**config.mk**
```make
export PLATFORM = sky130hd
export DESIGN_NAME = multiplier_datapath_taint_track_word
export DESIGN_NICKNAME = d
export VERILOG_FILES = /design/src/rtl/multiplier_datapath_taint_track_word.sv
export SDC_FILE = /design/constraint.sdc
export NUM_CORES = 1
export LEC_CHECK = 0
export ABC_AREA = 1
export ABC_CLOCK_PERIOD_IN_PS = 2300
export CAP_MARGIN = 20
export CORE_MARGIN = 2
export CORE_UTILIZATION = 46
export CTS_CLUSTER_DIAMETER = 60
export CTS_CLUSTER_SIZE = 12
export DETAILED_ROUTE_END_ITERATION = 7
export PLACE_DENSITY = 0.85
export SYNTH_ARGS = -nofsm -noshare
export SYNTH_HDL_FRONTEND = slang
export SYNTH_SLANG_ARGS = --single-unit
```
**constraint.sdc**
```tcl
create_clock -name clk -period 2.3 [get_ports clk]
set_clock_uncertainty 0.1 [all_clocks]
set_input_delay 0.69 -clock clk [delete_from_list [all_inputs] [get_ports clk]]
set_output_delay 0.69 -clock clk [all_outputs]
set_load 0.005 [all_outputs]
```
**src/rtl/multiplier_datapath_taint_track_word.sv**
```systemverilog
// Shift-add multiplier datapath (multiplicand, multiplier and running-sum registers) with optional
// word-level taint tracking, enabled by defining the macro TAINT_TRACK_EN.
module multiplier_datapath_taint_track_word #(
   parameter int WIDTH = 4
) (
   input  logic                 clk,
   input  logic                 rst,
   input  logic [WIDTH-1:0]     multiplicand,
   input  logic                 multiplicand_t,
   input  logic [WIDTH-1:0]     multiplier,
   input  logic                 multiplier_t,
   input  logic                 mdld,
   input  logic                 mdld_t,
   input  logic                 mrld,
   input  logic                 mrld_t,
   input  logic                 rsclear,
   input  logic                 rsclear_t,
   input  logic                 rsload,
   input  logic                 rsload_t,
   input  logic                 rsshr,
   input  logic                 rsshr_t,
   output logic [WIDTH-1:0]     multiplierReg,
   output logic                 multiplierReg_t,
   output logic [2*WIDTH-1:0]   product,
   output logic                 product_t
);

   logic [WIDTH-1:0] md_reg;
   logic [WIDTH-1:0] mr_reg;
   logic [2*WIDTH:0] rs;

   // Upper running-sum half plus multiplicand; WIDTH+1 bits so the carry lands in rs[2*WIDTH].
   function automatic logic [WIDTH:0] add_upper(input logic [WIDTH:0] upper,
                                                input logic [WIDTH-1:0] md);
      return upper + {1'b0, md};
   endfunction

   always_ff @(posedge clk or posedge rst) begin
      if (rst) begin
         md_reg <= '0;
         mr_reg <= '0;
         rs     <= '0;
      end else begin
         if (mdld) md_reg <= multiplicand;
         if (mrld) mr_reg <= multiplier;
         if (rsclear)
            rs <= '0;
         else if (rsload)
            rs[2*WIDTH:WIDTH] <= add_upper(rs[2*WIDTH:WIDTH], md_reg);
         else if (rsshr)
            rs <= {1'b0, rs[2*WIDTH:1]};
      end
   end

   assign multiplierReg = mr_reg;
   assign product       = rs[2*WIDTH-1:0];

`ifdef TAINT_TRACK_EN
   logic md_t;
   logic mr_t;
   logic rs_t;
   logic rs_base_t;

   // A tainted enable taints its destination whether or not it fires (implicit flow).
   always_comb begin
      rs_base_t = rs_t;
      if (rsclear)
         rs_base_t = 1'b0;
      else if (rsload)
         rs_base_t = rs_t | md_t;
   end

   always_ff @(posedge clk or posedge rst) begin
      if (rst) begin
         md_t <= 1'b0;
         mr_t <= 1'b0;
         rs_t <= 1'b0;
      end else begin
         md_t <= (mdld ? multiplicand_t : md_t) | mdld_t;
         mr_t <= (mrld ? multiplier_t : mr_t) | mrld_t;
         rs_t <= rs_base_t | rsclear_t | rsload_t | rsshr_t;
      end
   end

   assign multiplierReg_t = mr_t;
   assign product_t       = rs_t;
`else
   logic unused_taint_inputs;
   assign unused_taint_inputs = ^{multiplicand_t, multiplier_t, mdld_t, mrld_t,
                                  rsclear_t, rsload_t, rsshr_t};
   assign multiplierReg_t = 1'b0;
   assign product_t       = 1'b0;
`endif

endmodule

```
# Yosys cells after proc, flatten, opt, wreduce, memory -nomap -nowiden
# Index checks and enable logic that the tools add are counted.
# op_classes
addsub,1
n_eq_ne,1
muxes,4
n_reduce_logical,3
# op_table
op,count
$mux 9,2
$add 5x4->5,1
$mux 5,1
$mux 4,1
$reduce_bool 3->1,1
$ne 2x2->1 const B,1
$reduce_and 2->1,1
$reduce_bool 2->1,1
# totals
register_bits,17
inputBits,22
output_inout_bits,14

# Logic depth before layout (Yosys ltp)
# Gate-level depths: netlist (run 1).
# depth
ltp_word,3
mapped_depth,7

# Worst setup path before layout (run 1)
# OpenSTA, ideal clock, no wires.
# synth_path
path_type,flip-flop to flip-flop
startpoint,reg rs[4]
endpoint,reg rs[8]
t_arrival_ps,1367
slack_ps,751
stages_incl_launch_ff,8
n_path_buf,0
period_less_slack_ps,1549
cell_sequence,dfrtp_1 > ha_1 > fa_1 > nand3_1 > nand2_1 > nand2_1 > nand2_1 > o21ai_0
# synth_between
elab_chain_cells,3
# synth_rtl
element,line_no,rtl
"start, declared",30,logic [2*WIDTH:0] rs;
"start signal, assigned by index",49,"rs[2*WIDTH:WIDTH] <= add_upper(rs[2*WIDTH:WIDTH], md_reg);"
"start signal, assigned",51,"rs <= {1'b0, rs[2*WIDTH:1]};"
$add 5x4->5,35,"return upper + {1'b0, md};"
$mux 5,48,else if (rsload)
$mux 9,46,if (rsclear)
# No other way between the ends.
# A chain may end at the register's enable or synchronous reset.

# Worst setup path in the final report (run 1)
# layout_path
startpoint,reg rs[5]
endpoint,out product[5]
# layout_rtl
element,line_no,rtl
"end, declared",24,"output logic [2*WIDTH-1:0] product,"
# No word-level cell between the ends.

==> results.md, run 1 <==
- Die H: 49.0 um
- CP Capture Type: primary output
- FMAX: 0.492 GHz
- Clock latency on the worst-skew pair: 280 ps
- Reg2reg setup slack: 570 ps
- H-tree depth: 1
- Drt pass-1 iters: 5
- ANT nets after route: 0
- CTS tree: built
- Final hold vios: 0
- TritonCTS Buffers: 3
- Sum Neg Setup Slack: 0 ps
- Post-synth EDFFs: 0
- Count of cell types in the netlist: 19
- Postcts setup bufs: 0
- Clk root buf: clkbuf_4
- Clock Power Share: 22.5%
- Setup CP Type: reg -> out
- Max Slew Vio Count: 0
- Final wirelength: 1690 um
- Routed vias: 724
- Startpoint Class: flip-flop
- Max FO, Critical Path: 4
- Yosys top cell by area: dfrtp_1
- Sequence of cells on the critical path: clkdlybuf4s50_1
- CP bufs+invs: 1
- Number of flip-flops in the largest register: 9
- IO Pins: 36
- GRT Util Overall: 16.4%
- Top Family by Delay on Critical Path: buffers and inverters
- Number of global-route vias before repair: 724
- Antenna violations before repair: 0
- Period utilisation layout: 88.4%
- GRT overflow: 0
- Pwr Total: 0.688 mW
- Avg WL per Cell: 11.5 um
- RSZ-0062 raised after global routing: no
- Run status: complete, no violations
- Bufs on Longest Clock Path: 2
- Final Setup Violations: 0
- Switching share of power: 28.3%
- N_diodes: 0
- Syn Area/Cell: 9.52 um^2
- Seq pwr share: 50.5%
- Global-route wire length before repair: 3040 um
- Initial Util: 48.1%
- DRC viols: 0
- Peak VDD IR: 0.336 mV
- Int Pwr: 0.494 mW
- Clock slew at reported path FFs: 90 ps
- Post-Syn Area: 933 um^2
- Critical path's slowest cell: clkdlybuf4s50_1
- # hold bufs at CTS: 0
- Initial drt markers: 11
- Post-synth top cells: dfrtp_1 (17), nand2_1 (14), inv_1 (11), buf_4 (10)
- Net count, final: 147
- Net Sw Power: 0.195 mW
- Die X: 49.0 um
- Gpl congestion: 0.758
- Area contributors post-synth: dfrtp_1 (46%), mux2_2 (9.7%), buf_4 (8.0%)
- Sequential share of the synthesized area: 45.6%
- Sink Count: 17
- Post-route minimum period: 2030 ps
- Post-CTS sizing: 0
- Buffers on Ports: 26
- Fillers: 191
- Max Cap Viol: 0
- PwrDens: 582 nW/um^2
- Ys async rst share: 100%
- Hold/Removal Path Class: reg -> reg
- Synthesized flop and latch total: 17
- Share of layout cells above drive strength 1: 13.4%
- Most common cell in the netlist: dfrtp_1
- Area growth from synthesis to layout: 26.7%
- Combinational Power Share: 27.0%
- Lkg Pwr: 0.521 nW
- Cells after Synth: 98
- Post-synth top area share: 45.6%
- Largest net degree at the start of global routing: 18
- Synth Warn #: 0
- Core area: 1940 um^2
- Vias/cell: 4.96
- Row Count: 16
- HPWL Detailed: 1370 um
- Least-Margin Pin Slew: 645 ps
- Crit-path max cell delay: 530 ps
- Finished Cell Area: 1180 um^2
- Top_reg_cell synth: dfrtp_1
- Worst Path Arrival: 1240 ps
- Area after DPL: 1160 um^2
- Die Area: 2410 um^2
- CP Data Required Time: 1510 ps
- Relative slew slack: 57.0%
## metal layers
layer | share of wire, % | track usage (%) | up-vias
li1 | - | - | 353
met1 | 42 | 18.8 | 344
met2 | 51 | 29.9 | 25
met3 | 5.9 | 3.68 | 2
met4 | 0.95 | 5.71 | 0
met5 | 0 | 0 | -
## layout make-up
cell class	count	area [um^2]	share of cell area, %
inverters	12	45.0	3.81
repair buffers	26	260	22.0
flip-flops and latches	17	425	36.0
clock buffers	4	26.3	2.22
multi-input cells	60	392	33.1
well taps	27	33.8	2.86
## per-stage QoR
step | cells | setup WS, ps | util, % | hold slack, ps
2_1_floorplan | 99 | 751 | - | 385
3_3_place_gp | 142 | 280 | 59.5 | 390
5_1_grt | 146 | 178 | 60.9 | 444
6_report | 146 | 266 | 60.9 | 415
4_1_cts | 146 | 250 | 60.9 | 421
3_5_place_dp | 142 | 250 | 59.5 | 399
## power groups by stage
stage	combinational (mW)	clock, mW	sequential, mW
after floorplan	0.117	0	0.349
after global placement	0.176	0	0.353
after detailed placement	0.186	0	0.354
after CTS	0.187	0.163	0.348
after global routing	0.210	0.182	0.353
final	0.185	0.155	0.348
## cell families after synthesis
family	synth area share (%)
adder cells (fa/ha/maj)	7.51
AO/OA/AOI/OAI	8.98
other	0.402
AND/OR/NAND/NOR	15.0
multiplexers	9.65
buffers and inverters	12.9
flip-flops	45.6
## layout by cell type (no fill, tap or decap), drive strengths merged
cell,n
fa,1
clkdlybuf4s50,26
o21ai,8
dfrtp,17
nor2,7
conb,2
a21oi,3
ha,4
nand2,15
a31oi,1
clkbuf,4
nand3,8
o22ai,3
mux2,8
inv,12
## final timing paths
path,start,end,cells after the start
max reg2reg,rs[4],rs[8],7
max,rs[5],product[5],1
max in group asynchronous,rst,multiplierReg[0],2
min reg2reg,multiplierReg[2],multiplierReg[2],1
min,multiplierReg[2],multiplierReg[2],1
min in group asynchronous,rst,rs[1],2
No activity file was read; power rests on OpenSTA's default activity.
==> run 2, diff against run 1 <==
Settings changed: ABC_AREA 1 to not set, ABC_CLOCK_PERIOD_IN_PS 2300 to 2600.
Clock period 2.3 ns to 2.6 ns, I/O delays scaled along.
==> run 2 against run 1 <==
  * Sequential cell count did not move
  * Worst setup slack better by 200 ps
  * Global-route usage shrank 1.9 points
  * Wire length down 7.1%
  * Highest routed layer is now met3
==> results.md, run 2 <==
- Clock slew at reported path FFs: 90 ps (about the same)
- Worst Path Arrival: 1250 ps (about the same)
- N_diodes: 0 (unchanged)
- Count of cell types in the netlist: 24 (+5)
- CP bufs+invs: 1 (unchanged)
- Run status: complete, no violations
- Final hold vios: 0 (unchanged)
- Fillers: 165 (-14%)
- Antenna violations before repair: 0 (unchanged)
- Final wirelength: 1570 um (-7.1%)
- IO Pins: 36 (unchanged)
- Worst R2R Path Depth: 5 (-2)
- # hold bufs at CTS: 0 (unchanged)
- Die X: 48.8 um (-0.55%)
- Reg2reg setup slack: 940 ps (+370 ps)
- Number of global-route vias before repair: 602 (-17%)
- Post-route minimum period: 2130 ps
- Max FO, Critical Path: 5 (+1)
- Most common cell after layout, fill and taps aside: clkdlybuf4s50_1
- Yosys top cell by area: dfrtp_1
- Largest net degree at the start of global routing: 18 (unchanged)
- Drt pass-1 iters: 4 (-1)
- Reg area: 425 um^2 (unchanged)
- DRC viols: 0 (unchanged)
- Die H: 48.8 um (-0.55%)
- Area growth from synthesis to layout: 25.0%
- Synthesized flop and latch total: 17 (unchanged)
- Hold Path End: multiplierReg[2]
- Setup CP Type: reg -> out
- GRT Util Overall: 14.6% (-1.9 points)
- ANT nets after route: 0 (unchanged)
- Routed vias: 621 (-14%)
- CTS tree: built
- Top_reg_cell synth: dfrtp_1
- Hold Startpoint: multiplierReg[2]
- GRT overflow: 0 (unchanged)
- Finished Cell Area: 1150 um^2 (-2.5%)
- Hold depth: 1 (unchanged)
- Post-CTS sizing: 0 (unchanged)
- Least-Margin Pin Slew: 627 ps (-17.7 ps)
- Syn Area/Cell: 11.5 um^2 (+21%)
- Share of layout cells above drive strength 1: 13.3% (-0.18 points)
- Buffers on Ports: 26 (unchanged)
- HPWL Detailed: 1190 um (-13%)
- PwrDens: 502 nW/um^2 (-14%)
- Global-route wire length before repair: 2630 um (-13%)
- Post-synth top area share: 46.1% (+0.56 points)
- Post-Syn Area: 922 um^2 (-1.2%)
- FMAX: 0.469 GHz
- Crit-path max cell delay: 530 ps (about the same)
- Final Setup Violations: 0 (unchanged)
- Period utilisation layout: 82.1%
- Critical path's slowest cell: clkdlybuf4s50_1
- Cells after Synth: 80 (-18%)
- Startpoint Class: flip-flop
- Initial drt markers: 4 (-7)
- Avg WL per Cell: 12.5 um (+8.5%)
- Sum Neg Setup Slack: 0 ps (unchanged)
- Final Util: 60.0% (-0.93 points)
- Clk root buf: clkbuf_4
- Vias/cell: 4.97 (+0.18%)
- Sink Count: 17 (unchanged)
- Post-synth EDFFs: 0 (unchanged)
- H-tree depth: 1 (unchanged)
- Ys async rst share: 100% (unchanged)
- Synth Warn #: 0 (unchanged)
- Worst R2R Start: rs[4]
- Max Cap Viol: 0 (unchanged)
- Commonest non-fill, non-tap cells in the layout: clkdlybuf4s50_1 (26), dfrtp_1 (17), mux2_2 (8)
- Top Family by Delay on Critical Path: buffers and inverters
- Lkg Pwr: 0.518 nW (-0.55%)
- CP Data Required Time: 1720 ps (+210 ps)
- Reg2reg end: rs[6]
- Gpl congestion: 0.779 (+2.8%)
- Die Area: 2380 um^2 (-1.1%)
- Clock latency on the worst-skew pair: 280 ps (about the same)
- Row Count: 16 (unchanged)
- Peak VDD IR: 0.372 mV (+11%)
- Initial Util: 48.0% (-0.085 points)
- CP Capture Type: primary output
- Area after DPL: 1130 um^2 (-2.6%)
- Post-synth top cells: dfrtp_1 (17), buf_4 (12), mux2_2 (8), mux2i_1 (6)
- Most common cell in the netlist: dfrtp_1
- Area contributors post-synth: dfrtp_1 (46%), buf_4 (9.8%), mux2_2 (9.8%)
- Net count, final: 126 (-14%)
- Max Slew Vio Count: 0 (unchanged)
- Footprint of the multi-input gates: 399 um^2 (+1.9%)
- Hold/Removal Path Class: reg -> reg
- Postcts setup bufs: 0 (unchanged)
- Number of flip-flops in the largest register: 9 (unchanged)
- Bufs on Longest Clock Path: 2 (unchanged)
- Core area: 1920 um^2 (-1.0%)
- Sequence of cells on the critical path: clkdlybuf4s50_1
- Sequential share of the synthesized area: 46.1% (+0.56 points)
- RSZ-0062 raised after global routing: no
- Relative slew slack: 58.1% (+1.2 points)
- TritonCTS Buffers: 3 (unchanged)
- Crit path from: rs[5]
run 2: worst max path at each step:
stage / cells after the start / slack (ps) / endpoint
final: 1 / 470 / product[5]
after global routing: 1 / 410 / product[5]
after CTS: 1 / 440 / product[5]
after detailed placement: 4 / 370 / rs[1]
after global placement: 4 / 430 / rs[0]
after floorplan: 3 / 1020 / rs[7]
run 2: routing by layer:
metal	wire [um]	global-route usage [%]	vias up
li1	-	-	303
met1	666	17.0	298
met2	825	25.1	20
met3	73	3.37	0
met4	0	7.14	0
met5	0	0	-
run 2: layout make-up:
class | count | area share, %
inverter | 2 | 0.651
clock buffer | 4 | 2.28
tap | 27 | 2.93
multi-input combinational | 49 | 34.6
timing repair buffer | 26 | 22.6
sequential | 17 | 36.9
run 2: worst reg2reg max path, cell delays in order, from the launching register on:
cell and delay (ps):
dfrtp_1 420, ha_1 240, fa_1 420, xor2_1 150, nor2_1 50, a211oi_1 190
run 2: through the flow:
step / hold WS (ps) / total power, mW / cells / setup WS, ps
6_report: 414 / 0.578 / 125 / 466
5_1_grt: 435 / 0.617 / 125 / 407
4_1_cts: 418 / 0.589 / 125 / 444
3_5_place_dp: 399 / 0.447 / 121 / 370
2_1_floorplan: 385 / 0.394 / 81 / 1020
3_3_place_gp: 388 / 0.441 / 121 / 432
run 2: logic make-up after synthesis:
kind of cell / Yosys count / synth area share, %
other: 1 / 0.407
muxes: 16 / 18.7
DFF: 17 / 46.1
adders and majority gates: 5 / 7.60
buffers and inverters: 15 / 11.0
AOI/OAI and AO/OA: 9 / 6.78
xor gates and xnor gates: 1 / 0.950
and+or+nand+nor: 16 / 8.41
run 2: where the power goes:
| group | internal, mW | switching, mW | leakage [nW] |
|---|---|---|---|
| combinational | 0.0823 | 0.0543 | 0.288 |
| sequential | 0.286 | 0.0186 | 0.216 |
| clock | 0.0596 | 0.0780 | 0.0150 |
| total | 0.427 | 0.151 | 0.518 |
==> run 3, diff against run 2 <==
Settings changed: ABC_CLOCK_PERIOD_IN_PS 2600 to 2100, CORE_UTILIZATION 46 to 42, PLACE_DENSITY 0.85 to 0.78.
Clock period 2.6 ns to 2.1 ns, I/O delays scaled along.
==> run 3 against run 2 <==
  * Sequential cell count is the same
  * Critical endpoint unchanged
  * First-iteration DRC count grew to 2.5 times the previous value
  * Cell area grew 1.5%
  * Critical path type unchanged
  * Non-clock buffer count grew 2
  * Worst setup slack lost 320 ps
  * Clock-buffer cell count shrank 1
  * Critical path depth is the same
  * Global-route usage shrank 0.27 points
  * Final cell count grew 1.6%
  * Highest routed layer unchanged
  * Clock power grew 24%
  * Sequential share of layout area shrank 0.45 points
==> results.md, run 3 (synthesis results as in run 2) <==
- Run status: complete, no violations
- Setup CP Type: reg -> out
- Number of global-route vias before repair: 678 (+13%)
- Core area: 2020 um^2 (+5.2%)
- Most common cell after layout, fill and taps aside: clkdlybuf4s50_1
- N_diodes: 0 (unchanged)
- Peak VDD IR: 0.385 mV (+3.7%)
- Post-route minimum period: 1950 ps
- HPWL Detailed: 1250 um (+4.5%)
- Startpoint Class: flip-flop
- Largest net degree at the start of global routing: 18 (unchanged)
- ANT nets after route: 0 (unchanged)
- Vias/cell: 5.03 (+1.3%)
- Sink Count: 17 (unchanged)
- Initial drt markers: 10 (+6)
- Finished Cell Area: 1170 um^2 (+1.5%)
- Avg WL per Cell: 12.5 um (+0.12%)
- # hold bufs at CTS: 0 (unchanged)
- Max FO, Critical Path: 5 (unchanged)
- Row Count: 16 (unchanged)
- Critical path's slowest cell: clkdlybuf4s50_1
- Number of flip-flops in the largest register: 9 (unchanged)
- Bufs on Longest Clock Path: 2 (unchanged)
- Clock slew at reported path FFs: 100 ps (about the same)
- Antenna violations before repair: 0 (unchanged)
- Hold/Removal Path Class: reg -> reg
- Net count, final: 128 (+1.6%)
- RSZ-0062 raised after global routing: no
- Share of layout cells above drive strength 1: 17.0% (+3.7 points)
- Clock latency on the worst-skew pair: 280 ps (about the same)
- IO Pins: 36 (unchanged)
- H-tree depth: 1 (unchanged)
- Sum Neg Setup Slack: 0 ps (unchanged)
- Global-route wire length before repair: 2780 um (+5.8%)
- GRT Util Overall: 14.3% (-0.27 points)
- Max Cap Viol: 0 (unchanged)
- Final wirelength: 1590 um (+1.7%)
- Initial Util: 45.6% (-2.4 points)
- Lkg Pwr: 0.529 nW (+2.1%)
- Period utilisation layout: 93.0%
- DRC viols: 0 (unchanged)
- Drt pass-1 iters: 4 (unchanged)
- WHS: 414 ps (+0.114 ps)
- Worst Path Arrival: 1220 ps (-30 ps)
- Buffers on Ports: 26 (unchanged)
- CP Capture Type: primary output
- Gpl congestion: 0.836 (+7.4%)
- Die H: 50.9 um (+4.3%)
- Crit-path max cell delay: 510 ps (-20 ps)
- Commonest non-fill, non-tap cells in the layout: clkdlybuf4s50_1 (26), dfrtp_1 (16), mux2_2 (8)
- Area growth from synthesis to layout: 26.9%
- Routed vias: 639 (+2.9%)
- Max Slew Vio Count: 0 (unchanged)
- Area after DPL: 1140 um^2 (+1.3%)
- CTS tree: built
- Final Setup Violations: 0 (unchanged)
- Clk root buf: clkbuf_4
- Die X: 50.9 um (+4.3%)
- GRT overflow: 0 (unchanged)
- CP Data Required Time: 1370 ps (-350 ps)
- Die Area: 2590 um^2 (+8.7%)
- Top Family by Delay on Critical Path: buffers and inverters
- Final hold vios: 0 (unchanged)
- CP bufs+invs: 1 (unchanged)
- TritonCTS Buffers: 3 (unchanged)
- PwrDens: 616 nW/um^2 (+23%)
- Sequence of cells on the critical path: clkdlybuf4s50_1
- FMAX: 0.512 GHz
[run 3: changes by cell type in the layout (fill, tap and decap cells not counted), sizes merged]
cell    before  now
buf          0    2
clkbuf       4    3
clkinv       0    1
[run 3: final timing paths]
path | from | end | slack, ps | depth (start not counted)
max | rs[5] | product[5] | 150 | 1
min | multiplierReg[0] | multiplierReg[0] | 410 | 1
max reg2reg | rs[4] | rs[6] | 420 | 5
min reg2reg | multiplierReg[0] | multiplierReg[0] | 410 | 1
max in group asynchronous | rst | rs[5] | 1160 | 3
min in group asynchronous | rst | multiplierReg[0] | 540 | 3
[run 3: final cells by class]
class	count	area (um^2)
repair buffers	28	275
fillers	180	852
well taps	27	33.8
clock buffers	3	22.5
multi-input cells	49	399
clock inverters	1	5.00
inverters	2	7.51
flip-flops and latches	17	427
[run 3: timing repair]
item	CTS	global route
setup buffers	0	0
resized for setup	0	1
setup endpoints to repair	0	1
[run 3: per-stage QoR]
step,util (%),std cells,power [mW],worst slack [ps]
2_1_floorplan,-,81,0.488,561
3_3_place_gp,56.4,123,0.552,108
3_5_place_dp,56.4,123,0.557,77.9
4_1_cts,57.8,127,0.734,65.0
5_1_grt,57.9,127,0.772,68.9
6_report,57.9,127,0.721,146
[run 3: metal layers]
layer / up-vias / GRT usage [%] / part of all wire (%)
li1: 307 / - / -
met1: 308 / 17.3 / 43
met2: 24 / 25.7 / 49
met3: 0 / 3.80 / 7.1
met4: 0 / 2.70 / 0
met5: - / 0 / 0
[run 3: where the power goes]
group          switching [mW]  leakage (nW)  internal, mW
Clock                   0.101        0.0177        0.0706
Sequential             0.0228         0.214         0.354
Combinational          0.0685         0.297         0.104
